`config.mk`:
```
export PLATFORM = sky130hd
export DESIGN_NAME = commit_log_collector_flat
export DESIGN_NICKNAME = d
export VERILOG_FILES = /design/src/rtl/drac_pkg.sv /design/src/rtl/commit_log_collector_if.sv /design/src/rtl/commit_log_mwfifo.sv /design/src/rtl/commit_log_collector.sv /design/src/flat_wrapper.sv
export SDC_FILE = /design/constraint.sdc
export NUM_CORES = 1
export LEC_CHECK = 0
export CELL_PAD_IN_SITES_DETAIL_PLACEMENT = 0
export CELL_PAD_IN_SITES_GLOBAL_PLACEMENT = 1
export CORE_MARGIN = 4
export CORE_UTILIZATION = 59
export DETAILED_ROUTE_END_ITERATION = 16
export DONT_BUFFER_PORTS = 1
export GPL_ROUTABILITY_DRIVEN = 0
export PLACE_DENSITY = 0.92
export SLEW_MARGIN = 30
export SYNTH_ARGS = -nofsm -noshare
export SYNTH_HDL_FRONTEND = slang
export SYNTH_SLANG_ARGS = --single-unit
```
`constraint.sdc`:
```
create_clock -name clk -period 22.9 [get_ports clk]
set_input_delay 2.29 -clock clk [delete_from_list [all_inputs] [get_ports clk]]
set_output_delay 2.29 -clock clk [all_outputs]
set_load 0.02 [all_outputs]
```
`src/rtl/drac_pkg.sv`:
```
// Shared core types for the commit-log path: the opaque commit record and the
// default number of writeback lanes feeding the commit logger.
package drac_pkg;

    localparam int unsigned COMMIT_LOG_LANES = 2;

    typedef struct packed {
        logic [39:0] pc;
        logic [31:0] inst;
        logic [5:0]  rd_addr;
        logic        rd_we;
    } commit_data_t;

endpackage : drac_pkg

```
`src/rtl/commit_log_collector_if.sv`:
```
// Writeback-to-commit-logger bundle. The collector takes the master view; the
// environment (writeback lanes plus commit logger) takes the slave view.
interface commit_log_collector_if #(
    parameter int unsigned NUM_WB     = drac_pkg::COMMIT_LOG_LANES,
    parameter int unsigned DROP_CNT_W = 16
) ();
    import drac_pkg::*;

    logic                           flush_i;
    logic         [NUM_WB-1:0]      wb_valid_i;
    commit_data_t [NUM_WB-1:0]      wb_data_i;
    logic                           commit_ready_i;
    logic                           commit_valid_o;
    commit_data_t                   commit_data_o;
    logic                           stall_o;
    logic                           overflow_o;
    logic         [DROP_CNT_W-1:0]  drop_cnt_o;

    modport master (
        input  flush_i, wb_valid_i, wb_data_i, commit_ready_i,
        output commit_valid_o, commit_data_o, stall_o, overflow_o, drop_cnt_o
    );

    modport slave (
        output flush_i, wb_valid_i, wb_data_i, commit_ready_i,
        input  commit_valid_o, commit_data_o, stall_o, overflow_o, drop_cnt_o
    );
endinterface : commit_log_collector_if

```
`src/rtl/commit_log_mwfifo.sv`:
```
// Multi-write, single-read FIFO: up to NUM_WB already-compacted records per cycle
// land at consecutive slots from wr_ptr; the head is presented show-ahead.
module commit_log_mwfifo
    import drac_pkg::*;
#(
    parameter int unsigned NUM_WB = COMMIT_LOG_LANES,
    parameter int unsigned DEPTH  = 8,
    localparam int unsigned PTR_W = $clog2(DEPTH),
    localparam int unsigned CNT_W = PTR_W + 1
) (
    input  logic                     clk,
    input  logic                     rst,
    input  logic                     flush_i,
    input  logic        [CNT_W-1:0]  wr_cnt_i,
    input  commit_data_t [NUM_WB-1:0] wr_data_i,
    input  logic                     pop_i,
    output logic        [CNT_W-1:0]  count_o,
    output commit_data_t             rd_data_o
);
    commit_data_t     mem_q [DEPTH];
    logic [PTR_W-1:0] rd_ptr_q, rd_ptr_d;
    logic [PTR_W-1:0] wr_ptr_q, wr_ptr_d;
    logic [CNT_W-1:0] count_q, count_d;

    always_comb begin
        // NOTE: every variable gets a default first so no branch can infer a latch.
        rd_ptr_d = rd_ptr_q;
        wr_ptr_d = wr_ptr_q;
        count_d  = count_q;
        if (flush_i) begin
            rd_ptr_d = '0;
            wr_ptr_d = '0;
            count_d  = '0;
        end else begin
            rd_ptr_d = rd_ptr_q + PTR_W'(pop_i);
            wr_ptr_d = wr_ptr_q + PTR_W'(wr_cnt_i);
            count_d  = count_q + wr_cnt_i - CNT_W'(pop_i);
        end
    end

    always_ff @(posedge clk) begin
        // NOTE: non-blocking assignments so every flop samples pre-edge values.
        if (!rst) begin
            rd_ptr_q <= '0;
            wr_ptr_q <= '0;
            count_q  <= '0;
        end else begin
            rd_ptr_q <= rd_ptr_d;
            wr_ptr_q <= wr_ptr_d;
            count_q  <= count_d;
        end
    end

    // NOTE: storage is not reset; count gates validity, so stale slots are never observed.
    always_ff @(posedge clk) begin
        if (!flush_i) begin
            for (int k = 0; k < NUM_WB; k++) begin
                if (CNT_W'(k) < wr_cnt_i) begin
                    mem_q[wr_ptr_q + PTR_W'(k)] <= wr_data_i[k];
                end
            end
        end
    end

    assign count_o   = count_q;
    assign rd_data_o = mem_q[rd_ptr_q];

endmodule : commit_log_mwfifo

```
`src/rtl/commit_log_collector.sv`:
```
// Producer side of the commit-log interface: compacts valid writeback lanes into
// the FIFO in program order, back-pressures writeback and counts dropped records.
module commit_log_collector
    import drac_pkg::*;
#(
    parameter int unsigned NUM_WB     = COMMIT_LOG_LANES,
    parameter int unsigned DEPTH      = 8,
    parameter int unsigned DROP_CNT_W = 16
) (
    input  logic                   clk,
    input  logic                   rst,
    commit_log_collector_if.master bus
);
    localparam int unsigned CNT_W = $clog2(DEPTH) + 1;

    logic         [CNT_W-1:0]      count;
    logic         [CNT_W-1:0]      space;
    logic         [CNT_W-1:0]      n_valid, n_write, n_drop;
    logic                          pop;
    commit_data_t [NUM_WB-1:0]     wr_data;
    commit_data_t                  head_data;
    logic                          overflow_q, overflow_d;
    logic         [DROP_CNT_W-1:0] drop_cnt_q, drop_cnt_d;
    logic         [DROP_CNT_W:0]   drop_sum;

    assign pop   = (count != '0) && bus.commit_ready_i && !bus.flush_i;
    assign space = CNT_W'(DEPTH) - count + CNT_W'(pop);

    // Valid lanes pack into write ports 0.. in ascending lane order, skipping gaps.
    always_comb begin
        int slot;
        slot    = 0;
        wr_data = '0;
        for (int i = 0; i < NUM_WB; i++) begin
            if (bus.wb_valid_i[i]) begin
                for (int k = 0; k < NUM_WB; k++) begin
                    if (k == slot) wr_data[k] = bus.wb_data_i[i];
                end
                slot++;
            end
        end
        n_valid = CNT_W'(slot);
        n_write = '0;
        n_drop  = '0;
        if (!bus.flush_i) begin
            n_write = (n_valid <= space) ? n_valid : space;
            n_drop  = n_valid - n_write;
        end
    end

    assign drop_sum   = {1'b0, drop_cnt_q} + (DROP_CNT_W+1)'(n_drop);
    assign drop_cnt_d = drop_sum[DROP_CNT_W] ? '1 : drop_sum[DROP_CNT_W-1:0];
    assign overflow_d = overflow_q || (n_drop != '0);

    always_ff @(posedge clk) begin
        if (!rst) begin
            overflow_q <= 1'b0;
            drop_cnt_q <= '0;
        end else begin
            overflow_q <= overflow_d;
            drop_cnt_q <= drop_cnt_d;
        end
    end

    commit_log_mwfifo #(
        .NUM_WB (NUM_WB),
        .DEPTH  (DEPTH)
    ) u_fifo (
        .clk       (clk),
        .rst       (rst),
        .flush_i   (bus.flush_i),
        .wr_cnt_i  (n_write),
        .wr_data_i (wr_data),
        .pop_i     (pop),
        .count_o   (count),
        .rd_data_o (head_data)
    );

    // Stall looks only at registered occupancy so writeback sees no combinational loop.
    assign bus.stall_o        = (CNT_W'(DEPTH) - count) < CNT_W'(NUM_WB);
    assign bus.commit_valid_o = (count != '0);
    assign bus.commit_data_o  = head_data;
    assign bus.overflow_o     = overflow_q;
    assign bus.drop_cnt_o     = drop_cnt_q;

endmodule : commit_log_collector
```
`src/flat_wrapper.sv`:
```
// flat-port wrapper written by rule: the top's interface ports become plain ports
module commit_log_collector_flat import drac_pkg::*;
#(
    parameter int unsigned NUM_WB     = COMMIT_LOG_LANES,
    parameter int unsigned DEPTH      = 8,
    parameter int unsigned DROP_CNT_W = 16
)
  (clk, rst, bus_flush_i, bus_wb_valid_i, bus_wb_data_i, bus_commit_ready_i, bus_commit_valid_o, bus_commit_data_o, bus_stall_o, bus_overflow_o, bus_drop_cnt_o);
  commit_log_collector_if #(.NUM_WB(NUM_WB), .DROP_CNT_W(DROP_CNT_W)) bus_i ();
  input  logic clk;
  input  logic rst;
  input wire logic [$bits(bus_i.flush_i)-1:0] bus_flush_i;
  input wire logic [$bits(bus_i.wb_valid_i)-1:0] bus_wb_valid_i;
  input wire logic [$bits(bus_i.wb_data_i)-1:0] bus_wb_data_i;
  input wire logic [$bits(bus_i.commit_ready_i)-1:0] bus_commit_ready_i;
  output wire logic [$bits(bus_i.commit_valid_o)-1:0] bus_commit_valid_o;
  output wire logic [$bits(bus_i.commit_data_o)-1:0] bus_commit_data_o;
  output wire logic [$bits(bus_i.stall_o)-1:0] bus_stall_o;
  output wire logic [$bits(bus_i.overflow_o)-1:0] bus_overflow_o;
  output wire logic [$bits(bus_i.drop_cnt_o)-1:0] bus_drop_cnt_o;
  assign bus_i.flush_i = bus_flush_i;
  assign bus_i.wb_valid_i = bus_wb_valid_i;
  assign bus_i.wb_data_i = bus_wb_data_i;
  assign bus_i.commit_ready_i = bus_commit_ready_i;
  assign bus_commit_valid_o = bus_i.commit_valid_o;
  assign bus_commit_data_o = bus_i.commit_data_o;
  assign bus_stall_o = bus_i.stall_o;
  assign bus_overflow_o = bus_i.overflow_o;
  assign bus_drop_cnt_o = bus_i.drop_cnt_o;
  commit_log_collector #(.NUM_WB(NUM_WB), .DEPTH(DEPTH), .DROP_CNT_W(DROP_CNT_W)) u_core (.clk(clk), .rst(rst), .bus(bus_i));
endmodule
```
== Yosys cells after proc, flatten, opt, wreduce, memory -nomap -nowiden ==
Memory sizes are Yosys's and may differ from the RTL's. A register that Yosys moved wholly into a read port is not among the register bits.
Index checks and enable logic that the tools add are counted.

* Bits in registers: 27
* Memories: 1
* Memory bits (writable): 632
* Latch bits: 0
* Output and inout port bits: 98
* Bits of input ports: 164
* Logic and storage cells: 47
* ROM bits: 0

{| class="wikitable"
|+ Memory list
! memory !! words !! bits a word !! read ports !! clocked after memory_dff !! write ports !! RTL line !! source
|-
| u_core.u_fifo.mem_q || 8 || 79 || 1 || 1 || 2 || commit_log_mwfifo.sv:20 || <nowiki>commit_data_t mem_q [DEPTH];</nowiki>
|}

* Add/sub/neg operators: 10
* Order comparisons: 4
* Multiplexer cells: 17
* Eq/ne operators: 1
* Bitwise gates (word level): 1
* Divide/modulo/power cells: 0
* $mul: 0
* Shift-type cells: 0
* Reductions and logical operators: 8

{| class="wikitable"
|+ Operators by type and width
! kind !! count
|-
| $mux 79 || 3
|-
| $mux 158 || 1
|-
| $logic_not 32->1 || 1
|-
| $add 16x4->17 || 1
|-
| $mux 16 || 1
|-
| $mux 4 || 4
|-
| $lt 1x4->1 const A || 2
|-
| $reduce_bool 4->1 || 2
|-
| $mux 1 || 7
|-
| $add 4x1->4 || 1
|-
| $add 4x4->4 || 1
|-
| $le 4x4->1 || 1
|-
| $lt 4x2->1 const B || 1
|-
| $sub 4x1->4 || 1
|-
| $sub 4x4->4 || 1
|-
| $sub 4x4->4 const A || 1
|-
| $add 3x1->3 || 1
|-
| $add 3x1->3 const B || 1
|-
| $add 3x3->3 || 1
|-
| $mux 3 || 1
|-
| $add 1x1->2 const B || 1
|-
| $logic_and 1x1->1 || 2
|-
| $reduce_or 2->1 || 1
|-
| $eq 1x1->1 const A || 1
|-
| 3 further kinds || 3
|}

== Longest topological paths before layout ==
* Depth after elaboration: 11
* Gate-level depth with buffers: 22
* Mapped depth without buffers: 22

== Cells and area by module ==
A second synthesis with hierarchy kept.

* Cell total of the unflattened synthesis: 2036
* Area, all modules: 34389.2 um2

{| class="wikitable"
|+ Modules (own cells, without submodules)
! module !! cells each !! times used !! sequential area each (um2) !! area each (um2)
|-
| commit_log_mwfifo || 1698 || 1 || 19178.4 || 31825.5
|-
| commit_log_collector || 338 || 1 || 340.3 || 2563.7
|}

== Worst setup path before layout ==
No wires, ideal clock.

* Kind: input -> register
* Start: input bus_flush_i
* End: memory u_core.u_fifo.mem_q[4][0] in the netlist's numbering, enable pin
* Path buffers: 2
* Arrival time: 10609 ps
* Slack: 11658 ps
* Setup time: 633 ps
* Data required time: 22267 ps
* Stages on the path: 12
* Cell sequence: clkbuf_8 > clkbuf_1 > and3b_1 > ha_1 > ha_1 > inv_1 > ha_1 > and2b_2 > o211ai_4 > a21oi_1 > mux2_2 > o31ai_1

{| class="wikitable"
|+ RTL lines
! what !! RTL line !! source
|-
| start, declared || flat_wrapper.sv:12 || <nowiki>input wire logic [$bits(bus_i.flush_i)-1:0] bus_flush_i;</nowiki>
|-
| end, declared || commit_log_mwfifo.sv:20 ||
|}

== Worst setup path in the final report ==
* Start: input bus_flush_i
* End: register u_core.drop_cnt_q[13] (netlist: u_core.bus.drop_cnt_o[13])

* Longest elaborated chain between the ends: 9

{| class="wikitable"
|+ RTL lines
! what !! RTL line !! source
|-
| $logic_not 1->1 || commit_log_collector.sv:26 || <nowiki>assign pop = (count != '0) && bus.commit_ready_i && !bus.flush_i;</nowiki>
|-
| $logic_and 1x1->1 || commit_log_collector.sv:26 ||
|-
| $add 4x1->4 || commit_log_collector.sv:27 || <nowiki>assign space = CNT_W'(DEPTH) - count + CNT_W'(pop);</nowiki>
|-
| $le 4x4->1 || commit_log_collector.sv:46 || <nowiki>n_write = (n_valid <= space) ? n_valid : space;</nowiki>
|-
| $mux 4 || commit_log_collector.sv:46 ||
|-
| $sub 4x4->4 || commit_log_collector.sv:47 || <nowiki>n_drop = n_valid - n_write;</nowiki>
|-
| $mux 4 (*) || commit_log_collector.sv:45 || <nowiki>if (!bus.flush_i) begin</nowiki>
|-
| $add 16x4->17 (*) || commit_log_collector.sv:51 || <nowiki>assign drop_sum = {1'b0, drop_cnt_q} + (DROP_CNT_W+1)'(n_drop);</nowiki>
|-
| $mux 16 (*) || commit_log_collector.sv:52 || <nowiki>assign drop_cnt_d = drop_sum[DROP_CNT_W] ? '1 : drop_sum[DROP_CNT_W-1:0];</nowiki>
|-
| end signal, assigned || commit_log_collector.sv:61 || <nowiki>drop_cnt_q <= drop_cnt_d;</nowiki>
|-
| end, declared || commit_log_collector.sv:23 || <nowiki>logic [DROP_CNT_W-1:0] drop_cnt_q, drop_cnt_d;</nowiki>
|}

Mark *: on every way between the ends. The rest lies on a longest branch, timed or not.
A chain may end at the register's enable or synchronous reset.

==> results by group <==
Status
  • Outcome: completed

GRT
  • Antenna violations before repair: 6
  • First-pass GRT wire length: about 130000 um
  • Grt total ovfl: 0
  • Pin count of the biggest net entering global routing: 85
  • GRT Total Usage: 0.266
  • Vias in the first global route: just over 20k

Floorplan
  • Row cnt: 88
  • Core area: around 58000 um2
  • Die height: between 200 and 300 um
  • # IOs: ~260
  • Die Wd: 250 um
  • DIE AREA: approximately 63000 um2
  • Starting Density: 0.598

Logic synthesis
  • Post-Synth Simple-Gate Area: 0.0223
  • Seq/Total Area, Yosys: 0.564
  • Mapped Area: ~35000 um2
  • Prevailing post-synth register cell: edfxtp_1
  • Syn Nets: between 2k and 2.5k
  • Avg Cell Area, Syn: approximately 17 um2
  • YS warnings: 0
  • Mux contribution to synthesized area: 0.313
  • Synth Area in Adders: 0.0103
  • Post-synthesis xor/xnor area fraction: 0.00426
  • Compound-Gate Fraction of Synth Area: 0.0317
  • Yosys cell types: 66
  • Post-synth EDFFs: between 600 and 700
  • Main combinational cell family by area after synthesis: multiplexers
  • Cells after synthesis: approximately 2k
  • FF+latch count, synth: roughly 660
  • Async SR Flop Fraction: 0

Timing
  • Period utilisation layout: 0.293
  • Final Slew Violations: 0
  • Final hold violation count: 0
  • Slew headroom: 0.317
  • WHS: 0.678 ns
  • Post-route minimum period: roughly 6.7 ns
  • Endpoints failing setup: 0
  • Setup TNS: 0 ns
  • Slew of the pin with the lowest slew margin: 1.02 ns
  • Max Clock Skew: between 0.02 and 0.025 ns
  • F_max: 0.149 GHz
  • RSZ-0062 raised after global routing: no

Route
  • Avg WL per Cell: between 20 and 30 um
  • Via count: slightly below 20k
  • Vias per inst: slightly below 7
  • DRT Wirelength: 84600 um
  • DRC viols: 0
  • Number of detailed-route iterations in the first pass: 5
  • First DRT Iteration DRCs: around 2k
  • ANT nets after route: 0

Power
  • Lkg Pwr: roughly 16 nW
  • PD cells: between 80 and 90 nW/um2
  • Final Power: 2.94 mW
  • Max VDD drop: about 0.000053 V

Clocking
  • Post-cts sizing count: 0
  • CTS clk-pin slew, worst paths: 0.06 ns
  • CTS tree: done
  • Post CTS Setup Buffer Count: 0
  • Post-cts hold buffer count: 0
  • CTS H-tree depth: 3
  • Clock insertion delay at the later pin of the skew report: roughly 0.62 ns
  • Clock sinks: 659
  • CTS root buf: clkbuf_16
  • CTS buffer count: 69
  • Max clock buf depth: 3

Final layout
  • Register area: around 20000 um2
  • Multi-input gate area: 13400 um2
  • Final Non-Filler Cells: 2848
  • Final #Nets: approximately 2.2k
  • Share of cells above drive strength 1: 0.196
  • Most frequent cells in the layout: 634 x mux2i_1, 632 x edfxtp_1, 158 x mux4_2
  • Design Area, Final: roughly 36000 um2
  • Fill count: ~4.1k
  • P&R area growth vs syn: 5.35%
  • Commonest non-fill, non-tap cell in the layout: mux2i_1

Placement
  • HPWL Detailed: between 40000 and 50000 um
  • Placed cell areas: roughly 34000 um2
  • Cells after DPL: ~2.7k
  • Port bufs: 0

Worst hold path
  • Hold crit path type: reg2reg

Run
  • MaxCap Viol Count: 0

Worst setup path
  • Crit path buffers/inverters: 2
  • Crit path DAT: roughly 7.2 ns
  • Worst-path fanout max: 19
  • Max incr delay on CP: approximately 0.54 ns
  • Crit end category: register
  • Critical path, cell by cell: and3b_1, ha_1, ha_1, inv_1, ha_1, and2b_2, o211ai_4, a21oi_1, mux2i_1, inv_1, ha_1, fa_1, nor2_1, fa_1, a21o_1, a21oi_1, nor4_1, nor4_1, a211oi_1
  • Worst Path Class, Setup: in2reg
  • Slowest-stage cell, CP: fa_1
  • Worst path most repeated cell: ha_1
  • Data required time of the worst path: ~23 ns
  • CP Launch Type: input pin
  • Top Family by Delay on Critical Path: adder cells
## path summary, 6_finish.rpt
path / startpoint / to / slack (ns) / cells past startpoint
max: bus_flush_i / u_core.bus.drop_cnt_o[13] / 16.18 / 19
min reg2reg: u_core.bus.drop_cnt_o[5] / u_core.bus.drop_cnt_o[5] / 0.68 / 2
max reg2reg: u_core.u_fifo.count_o[0] / u_core.bus.drop_cnt_o[13] / 16.84 / 22
min: u_core.bus.drop_cnt_o[5] / u_core.bus.drop_cnt_o[5] / 0.68 / 2
## Yosys cell counts (5+ instances only)
cell type | number | share of area
nor3_1 | 5 | 0.00072
a21oi_1 | 11 | 0.0016
o31ai_1 | 5 | 0.0011
mux2i_1 | 634 | 0.18
nand3_1 | 13 | 0.0019
clkbuf_1 | 57 | 0.0062
a22oi_1 | 78 | 0.017
mux2_2 | 80 | 0.026
buf_2 | 13 | 0.0019
ha_1 | 22 | 0.0079
xor2_1 | 5 | 0.0013
nor2_1 | 22 | 0.0024
buf_12 | 72 | 0.042
nand2_1 | 91 | 0.0099
buf_1 | 7 | 0.00076
edfxtp_1 | 632 | 0.55
inv_1 | 25 | 0.0027
xnor2_1 | 9 | 0.0023
o21ai_2 | 8 | 0.0020
mux4_2 | 158 | 0.10
dfxtp_1 | 27 | 0.016
and2_1 | 8 | 0.0014
## where the power goes
| group | switching, mW | internal, mW | total (mW) |
|---|---|---|---|
| clock | 0.464 | 0.591 | 1.06 |
| combinational | 0.280 | 0.162 | 0.442 |
| sequential | 0.0279 | 1.41 | 1.44 |
| total | 0.772 | 2.17 | 2.94 |
## worst reg2reg max path, stage by stage, from the launching register on
cell and delay (ns):
dfxtp_1 0.39, inv_1 0.09, ha_1 0.25, nand2_1 0.22, and3b_1 0.29, ha_1 0.22, ha_1 0.36, inv_1 0.06
ha_1 0.30, and2b_2 0.21, o211ai_4 0.33, a21oi_1 0.17, mux2i_1 0.27, inv_1 0.07, ha_1 0.24, fa_1 0.54
nor2_1 0.07, fa_1 0.40, a21o_1 0.20, a21oi_1 0.54, nor4_1 0.23, nor4_1 0.34, a211oi_1 0.12
## metal layers
layer / global-route usage / wire length (um)
met5: 0 / 0
met1: 0.359 / 33300
met2: 0.441 / 41900
met3: 0.0616 / 7850
met4: 0.0697 / 1600
## cell families after synthesis
family                   after synthesis
AO/OA/AOI/OAI                        141
XOR/XNOR                              15
adder cells (fa/ha/maj)               26
buffers and inverters                177
flip-flops                           659
multiplexers                         874
other                                  1
AND/OR/NAND/NOR                      167
## per-stage QoR
step	setup WS (ns)	util
after global routing	15.85	0.630
after global placement	15.77	0.592
after detailed placement	15.61	0.593
after floorplan	11.66	-
after CTS	16.24	0.629
final	16.18	0.630
## cell type report
type,count,share of cell area
flip-flops and latches,659,0.535
multi-input cells,1224,0.367
clock buffers,84,0.0500
well taps,765,0.0262
repair buffers,44,0.0109
clock inverters,41,0.00717
inverters,25,0.00257
diodes,6,0.000412
## registers in the layout (all words and copies together), names as in the netlist
| register | flops |
|---|---|
| u_core.u_fifo.mem_q | 632 |
| u_core.u_fifo.count_o | 4 |
| u_core.bus.drop_cnt_o | 16 |
| u_core.u_fifo.rd_ptr_q | 3 |
| u_core.u_fifo.wr_ptr_q | 3 |
| u_core.bus.overflow_o | 1 |
Note: power is estimated with default switching activity, not from simulation.
